--- config.mk ---
export PLATFORM = sky130hd
export DESIGN_NAME = seq_mul_shift_add_flat
export DESIGN_NICKNAME = d
export VERILOG_FILES = /design/src/rtl/seq_mul_shift_add_if.sv /design/src/rtl/seq_mul_shift_add.sv /design/src/flat_wrapper.sv
export SDC_FILE = /design/constraint.sdc
export NUM_CORES = 1
export LEC_CHECK = 0
export CORE_UTILIZATION = 30
export CTS_BUF_LIST = sky130_fd_sc_hd__clkbuf_4
export DETAILED_ROUTE_END_ITERATION = 10
export SLEW_MARGIN = 25
export SYNTH_ARGS = -nofsm -noshare
export SYNTH_HDL_FRONTEND = slang
export SYNTH_SLANG_ARGS = --single-unit
--- constraint.sdc ---
create_clock -name clk -period 1.7 [get_ports clk]
set_clock_uncertainty 0.1 [all_clocks]
set_input_delay 0.255 -clock clk [delete_from_list [all_inputs] [get_ports clk]]
set_output_delay 0.255 -clock clk [all_outputs]
set_load 0.1 [all_outputs]
--- src/rtl/seq_mul_shift_add_if.sv ---
// Handshake bundle for the iterative shift-add multiplier: start/a/b in, busy/ready_out/op out.
// The signed_mode request bit exists only when SEQ_MUL_SIGNED_EN is defined.
interface seq_mul_shift_add_if #(
    parameter int WIDTH = 4
);
    logic                   start;
    logic [WIDTH-1:0]       a;
    logic [WIDTH-1:0]       b;
`ifdef SEQ_MUL_SIGNED_EN
    logic                   signed_mode;
`endif
    logic                   busy;
    logic                   ready_out;
    logic [2*WIDTH-1:0]     op;

    modport master (
`ifdef SEQ_MUL_SIGNED_EN
        output signed_mode,
`endif
        output start, a, b,
        input  busy, ready_out, op
    );

    modport slave (
`ifdef SEQ_MUL_SIGNED_EN
        input  signed_mode,
`endif
        input  start, a, b,
        output busy, ready_out, op
    );
endinterface

--- src/rtl/seq_mul_shift_add.sv ---
// Iterative shift-add multiplier, WIDTH x WIDTH -> 2*WIDTH, one partial product per clock.
// Define SEQ_MUL_SIGNED_EN to add two's-complement operation selected by signed_mode.
module seq_mul_shift_add #(
    parameter int WIDTH = 4
) (
    input  logic                clk,
    input  logic                rst_a,
    seq_mul_shift_add_if.slave  bus
);
    localparam int CW = $clog2(WIDTH + 1);

    typedef enum logic [1:0] {
        IDLE = 2'd0,
        RUN  = 2'd1,
        DONE = 2'd2
    } state_t;

    state_t             state_reg, state_next;
    logic [WIDTH:0]     acc_reg, acc_next;
    logic [WIDTH-1:0]   mplier_reg, mplier_next;
    logic [WIDTH-1:0]   mcand_reg, mcand_next;
    logic [CW-1:0]      cnt_reg, cnt_next;
    logic [2*WIDTH-1:0] op_reg, op_next;
    logic               sign_reg, sign_next;
    logic               busy_reg, busy_next;
    logic               ready_reg, ready_next;

    logic               accept;
    logic               last_iter;
    logic [WIDTH-1:0]   a_cap, b_cap;
    logic               sign_cap;
    logic [WIDTH:0]     sum;
    logic [WIDTH:0]     acc_shift;
    logic [WIDTH-1:0]   mplier_shift;
    logic [2*WIDTH-1:0] product;
    logic [2*WIDTH-1:0] product_final;

    assign accept    = (state_reg == IDLE) && bus.start;
    assign last_iter = (cnt_reg == CW'(WIDTH - 1));

    // Operands are reduced to magnitudes at capture so the shift-add core stays unsigned.
`ifdef SEQ_MUL_SIGNED_EN
    always_comb begin
        a_cap    = bus.a;
        b_cap    = bus.b;
        sign_cap = 1'b0;
        if (bus.signed_mode) begin
            if (bus.a[WIDTH-1]) a_cap = -bus.a;
            if (bus.b[WIDTH-1]) b_cap = -bus.b;
            sign_cap = bus.a[WIDTH-1] ^ bus.b[WIDTH-1];
        end
    end
`else
    assign a_cap    = bus.a;
    assign b_cap    = bus.b;
    assign sign_cap = 1'b0;
`endif

    // One iteration: conditional add into acc, then shift {acc,mplier} right by one.
    assign sum       = mplier_reg[0] ? (acc_reg + {1'b0, mcand_reg}) : acc_reg;
    assign acc_shift = {1'b0, sum[WIDTH:1]};

    generate
        for (genvar gi = 0; gi < WIDTH - 1; gi++) begin : g_mplier_shift
            assign mplier_shift[gi] = mplier_reg[gi + 1];
        end
    endgenerate
    assign mplier_shift[WIDTH-1] = sum[0];

    assign product       = {acc_shift[WIDTH-1:0], mplier_shift};
    assign product_final = sign_reg ? -product : product;

    // FSM state register
    always_ff @(posedge clk or posedge rst_a) begin
        if (rst_a) state_reg <= IDLE;
        else       state_reg <= state_next;
    end

    // FSM next-state logic
    always_comb begin
        state_next = state_reg;
        case (state_reg)
            IDLE:    if (accept)    state_next = RUN;
            RUN:     if (last_iter) state_next = DONE;
            DONE:                   state_next = IDLE;
            default:                state_next = IDLE;
        endcase
    end

    // FSM outputs, registered so nothing reaches the ports combinationally
    always_comb begin
        busy_next  = (state_next == RUN);
        ready_next = (state_reg == RUN) && last_iter;
    end

    // Datapath next-state
    always_comb begin
        acc_next    = acc_reg;
        mplier_next = mplier_reg;
        mcand_next  = mcand_reg;
        cnt_next    = cnt_reg;
        sign_next   = sign_reg;
        op_next     = op_reg;
        if (accept) begin
            acc_next    = '0;
            mplier_next = a_cap;
            mcand_next  = b_cap;
            cnt_next    = '0;
            sign_next   = sign_cap;
        end else if (state_reg == RUN) begin
            acc_next    = acc_shift;
            mplier_next = mplier_shift;
            cnt_next    = cnt_reg + CW'(1);
            if (last_iter) op_next = product_final;
        end
    end

    always_ff @(posedge clk or posedge rst_a) begin
        if (rst_a) begin
            acc_reg    <= '0;
            mplier_reg <= '0;
            mcand_reg  <= '0;
            cnt_reg    <= '0;
            sign_reg   <= 1'b0;
            op_reg     <= '0;
            busy_reg   <= 1'b0;
            ready_reg  <= 1'b0;
        end else begin
            acc_reg    <= acc_next;
            mplier_reg <= mplier_next;
            mcand_reg  <= mcand_next;
            cnt_reg    <= cnt_next;
            sign_reg   <= sign_next;
            op_reg     <= op_next;
            busy_reg   <= busy_next;
            ready_reg  <= ready_next;
        end
    end

    assign bus.busy      = busy_reg;
    assign bus.ready_out = ready_reg;
    assign bus.op        = op_reg;
endmodule
--- src/flat_wrapper.sv ---
// flat-port wrapper written by rule: the top's interface ports become plain ports
module seq_mul_shift_add_flat 
#(
    parameter int WIDTH = 4
)
  (clk, rst_a, bus_start, bus_a, bus_b, bus_busy, bus_ready_out, bus_op);
  seq_mul_shift_add_if #(.WIDTH(WIDTH)) bus_i ();
  input  logic clk;
  input  logic rst_a;
  input wire logic [$bits(bus_i.start)-1:0] bus_start;
  input wire logic [$bits(bus_i.a)-1:0] bus_a;
  input wire logic [$bits(bus_i.b)-1:0] bus_b;
  output wire logic [$bits(bus_i.busy)-1:0] bus_busy;
  output wire logic [$bits(bus_i.ready_out)-1:0] bus_ready_out;
  output wire logic [$bits(bus_i.op)-1:0] bus_op;
  assign bus_i.start = bus_start;
  assign bus_i.a = bus_a;
  assign bus_i.b = bus_b;
  assign bus_busy = bus_i.busy;
  assign bus_ready_out = bus_i.ready_out;
  assign bus_op = bus_i.op;
  seq_mul_shift_add #(.WIDTH(WIDTH)) u_core (.clk(clk), .rst_a(rst_a), .bus(bus_i));
endmodule
Word-level counts from Yosys, hierarchy flattened:

Index checks and enable logic that the tools add are counted.

* flip-flop bits (word level): 28
* input port bits: 11
* word-level logic and storage cells: 29

* $add $sub $neg: 2
* equal/unequal tests: 3
* multiplexer cells: 10
* bitwise gates (word level): 1
* reduce and logical (&&, ||, !) cells: 5

Operators with widths (count)
* two-way mux 5 bit: 3
* two-way mux 4 bit: 2
* two-way mux 3 bit: 2
* adder 5 x 4 -> 5 bit: 1
* equality test 2 x 1 -> 1 bit, second input constant: 2
* two-way mux 2 bit: 2
* case mux 2 bit (2 select lines): 1
* adder 3 x 1 -> 3 bit, second input constant: 1
* equality test 3 x 2 -> 1 bit, second input constant: 1
* AND reduction 3 bit: 1
* logical AND 1 bit: 2
* zero test 2 bit: 1
* nonzero test 2 bit: 1
* NOT 1 bit: 1

Depth between registers and ports, before layout:

Gate-level depths: netlist of the first run.

* depth after elaboration: 5
* mapped depth: 7

Least setup slack after synthesis of the first run:

Ideal clock, no wire load.

* path kind: register -> register
* start point: reg u_core.mcand_reg[2]
* end point: reg u_core.op_reg[6] (netlist: u_core.bus.op[6])
* data arrival time: 1.425 ns
* required time: 1.471 ns
* slack: 0.047 ns
* stages on the path, launching flop included: 6
* clock period less this slack: 1.653 ns
* path through: dfrtp_1 > ha_1 > and3_1 > or3_1 > a31oi_1 > o21ai_0

* word-level cells in the longest chain between the ends: 2

Ends and longest elaborated chain
* start: declaration: RTL line seq_mul_shift_add.sv:21 `logic [WIDTH-1:0] mcand_reg, mcand_next;`
* start signal: assignment: RTL line seq_mul_shift_add.sv:131 `mcand_reg <= mcand_next;`
* adder 5 x 4 -> 5 bit: RTL line seq_mul_shift_add.sv:60 `assign sum = mplier_reg[0] ? (acc_reg + {1'b0, mcand_reg}) : acc_reg;`
* two-way mux 5 bit: RTL line seq_mul_shift_add.sv:60
* end signal: assignment: RTL line seq_mul_shift_add.sv:134 `op_reg <= op_next;`
* end: declaration: RTL line seq_mul_shift_add.sv:23 `logic [2*WIDTH-1:0] op_reg, op_next;`

Every way passes these cells.
A chain may end at the register's enable or synchronous reset.

Final worst setup path of the first run:

* start point: reg u_core.acc_reg[1]
* end point: reg u_core.acc_reg[2]

* word-level cells in the longest chain between the ends: 4

Ends and longest elaborated chain
* start: declaration: RTL line seq_mul_shift_add.sv:19 `logic [WIDTH:0] acc_reg, acc_next;`
* start signal: assignment: RTL line seq_mul_shift_add.sv:129 `acc_reg <= acc_next;`
* adder 5 x 4 -> 5 bit: RTL line seq_mul_shift_add.sv:60
* two-way mux 5 bit: RTL line seq_mul_shift_add.sv:60
* two-way mux 5 bit: RTL line seq_mul_shift_add.sv:110 `end else if (state_reg == RUN) begin`
* two-way mux 5 bit: RTL line seq_mul_shift_add.sv:104 `if (accept) begin`

Every way passes these cells. The select of a mux whose other input is x is not followed.

==> run metrics, run 1 <==
status finished with violations; failing checks setup timing; Synth Instances 110; number of flip-flops in the largest register 8; initial cell density of the core between 30% and 40%; final slew viol count 0; CTS tree built; final hold slack ~0.15 ns; GPL Wtd Cong approximately 0.82; critical register-to-register path startpoint u_core.acc_reg[1]; WS Path Type reg -> reg; Root Buffer Master clkbuf_4; input/output buffers 20; Global Route Usage Sum 12.7%; WL final between 2000 and 2500 um; vias in the first global route roughly 860; Clk Latency, worst-skew pair roughly 0.33 ns; first-pass GRT wire length 4090 um; die height ~66 um; RSZ-0062 raised after global routing yes; data required time of the worst path around 1.8 ns; worst-margin pin slew between 0.3 and 0.4 ns; initial antenna violation count 0; htree depth 1; post-route DRC violation count 0; CTS Buf Count 3; Rows 22; simple-gate portion of the synthesized area 12.6%; Fillers 350; fin crit period between 1.5 and 2 ns; post-route ant nets 0; clk sinks 27; DR vias 870; area leader, netlist dfrtp_1; I/O pins 21; Synth Area in Compound Gates about an eighth; Via density around 4.7; fin nets between 150 and 200; R2R Setup Slk -0.01 ns; layout cells sized above 1 about 29%; clock buffer depth 2; Ys Warns 0; Mean Syn Cell Area between 10 and 15 sq um; Synth area leaders dfrtp_1 55%, nand2_1 6.5%, ha_1 6.2%; worst r2r path cells 5; Adder-Cell Fraction of Synth Area around 8%; Reg-to-Reg End u_core.acc_reg[2]; sequential element share of the synthesized area about 55%; n_diodes 0; Post-synth EDFFs 0; DP HPWL between 1500 and 2000 um; Synth Register Bits 27; largest net degree at the start of global routing 28; Top FF cell, synth dfrtp_1; final hold viol count 0; Worst setup SP type flop; # Post-CTS Setup Buffers 0; hold buffer count at cts 0; CP max FO 2; die area about 4300 sq um; worst setup margin -0.0133 ns; Avg WL per Cell approximately 13 um; die width 65.8 um; Fmax roughly 600 MHz; initial drt markers 38; synth-to-layout area growth 38.8%; crit path DAT 1.82 ns; main combinational cell family by area after synthesis compound AO/OA/AOI/OAI gates; endpoint class of the critical path flop; Post-Place Worst Slack -0.0693 ns; Worst Hold Class in -> async; max cap viols 0; Worst-path clk slew approximately 0.15 ns; Post-Synth XOR/XNOR Area 0.718%; syn nets between 100 and 150; 1st-pass router iterations 4; Overflow after GRT 0; core area 3770 sq um; multiplexer share of the synthesized area 7.18%; worst relative slew slack around three quarters; fin crit share 101%; Unique masters post-synth 27; Netlist Area Pre-Place 1220 sq um; final setup fails 1; post-synth top area share ~55%; FFs w/ async S/R, synth 100%
routing by layer:
layer,part of all wire [%],track usage [%]
met5,0,0
met4,1.4,4.89
met3,3.5,2.59
met2,47,19.1
met1,48,17.7
worst max-delay path by stage:
stage | slack [ns] | cells past startpoint | start | to
6_report | -0.01 | 5 | u_core.acc_reg[1] | u_core.acc_reg[2]
5_1_grt | -0.1 | 5 | u_core.acc_reg[1] | u_core.acc_reg[2]
4_1_cts | -0.01 | 5 | u_core.acc_reg[1] | u_core.acc_reg[2]
3_5_place_dp | -0.07 | 5 | u_core.mcand_reg[2] | u_core.acc_reg[2]
3_3_place_gp | 0.01 | 5 | u_core.mcand_reg[2] | u_core.acc_reg[2]
2_1_floorplan | 0.05 | 5 | u_core.mcand_reg[2] | u_core.bus.op[6]
stage by stage:
| stage | std cells | TNS (ns) | cell area (sq um) | utilization (%) |
|---|---|---|---|---|
| after global placement | 183 | 0 | 1630 | 43.2 |
| after floorplan | 110 | 0 | 1220 | - |
| final | 187 | -0.0133 | 1690 | 44.9 |
| after CTS | 187 | -0.0127 | 1680 | 44.5 |
| after global routing | 187 | -0.229 | 1690 | 44.9 |
| after detailed placement | 183 | -0.0837 | 1630 | 43.2 |
logic make-up after synthesis:
kind of cell | count (synthesis)
and+or+nand+nor | 31
DFF | 27
buffers and inverters | 11
xor gates and xnor gates | 1
AOI/OAI and AO/OA | 25
muxes | 8
adders and majority gates | 7
area by class of cell:
| class | instances | area [sq um] | share of cell area, % |
|---|---|---|---|
| Sequential cell | 27 | 676 | 39.9 |
| Multi-Input combinational cell | 72 | 536 | 31.6 |
| Timing Repair Buffer | 29 | 368 | 21.7 |
| Tap cell | 48 | 60.1 | 3.55 |
| Inverter | 7 | 26.3 | 1.55 |
| Clock buffer | 3 | 22.5 | 1.33 |
| Clock inverter | 1 | 5.00 | 0.296 |
cell usage after synthesis, types with 2 or more instances:
library cell	number
dfrtp_1	27
nand2_1	21
buf_2	3
o22ai_1	4
nor2b_1	2
mux2_2	6
o21bai_1	2
a22oi_1	3
o21ai_0	12
ha_1	6
mux2i_1	2
inv_1	7
critical path, cell delays in order (launching register included):
cell	delay [ns]
dfrtp_1	0.42
ha_1	0.31
and3_4	0.16
or3_1	0.31
a31oi_2	0.18
o21ai_1	0.10
cell usage in the layout (no fill, tap or decap), drive strengths merged, types with 2 or more instances in the layout:
cell type and n:
clkdlybuf4s50 10, mux2 6, o21ai 12, nor2b 2, o21bai 2, clkbuf 3
nor2 2, ha 6, inv 7, mux2i 2, nand2 22, dfrtp 27
buf 19, a22oi 3, o22ai 4
timing repair:
| item | in CTS | in global routing |
|---|---|---|
| gates resized for setup | 5 | 8 |
| pin swaps | 7 | 2 |
| cloned | 0 | 0 |
| endpoints found under the setup margin | 3 | 6 |
Power of run 1 is left out: the tool's default activity adds up to more than one toggle a clock period on the data nets, which glitch-free logic cannot reach.
==> run 2, diff against run 1 <==
ABC_CLOCK_PERIOD_IN_PS = 1700   (was default)
SLEW_MARGIN = default   (was 25)
==> results of run 2 <==
No change in the layout: final DEF, timing and power equal those of run 1.
Power of run 2 is left out for the same reason.
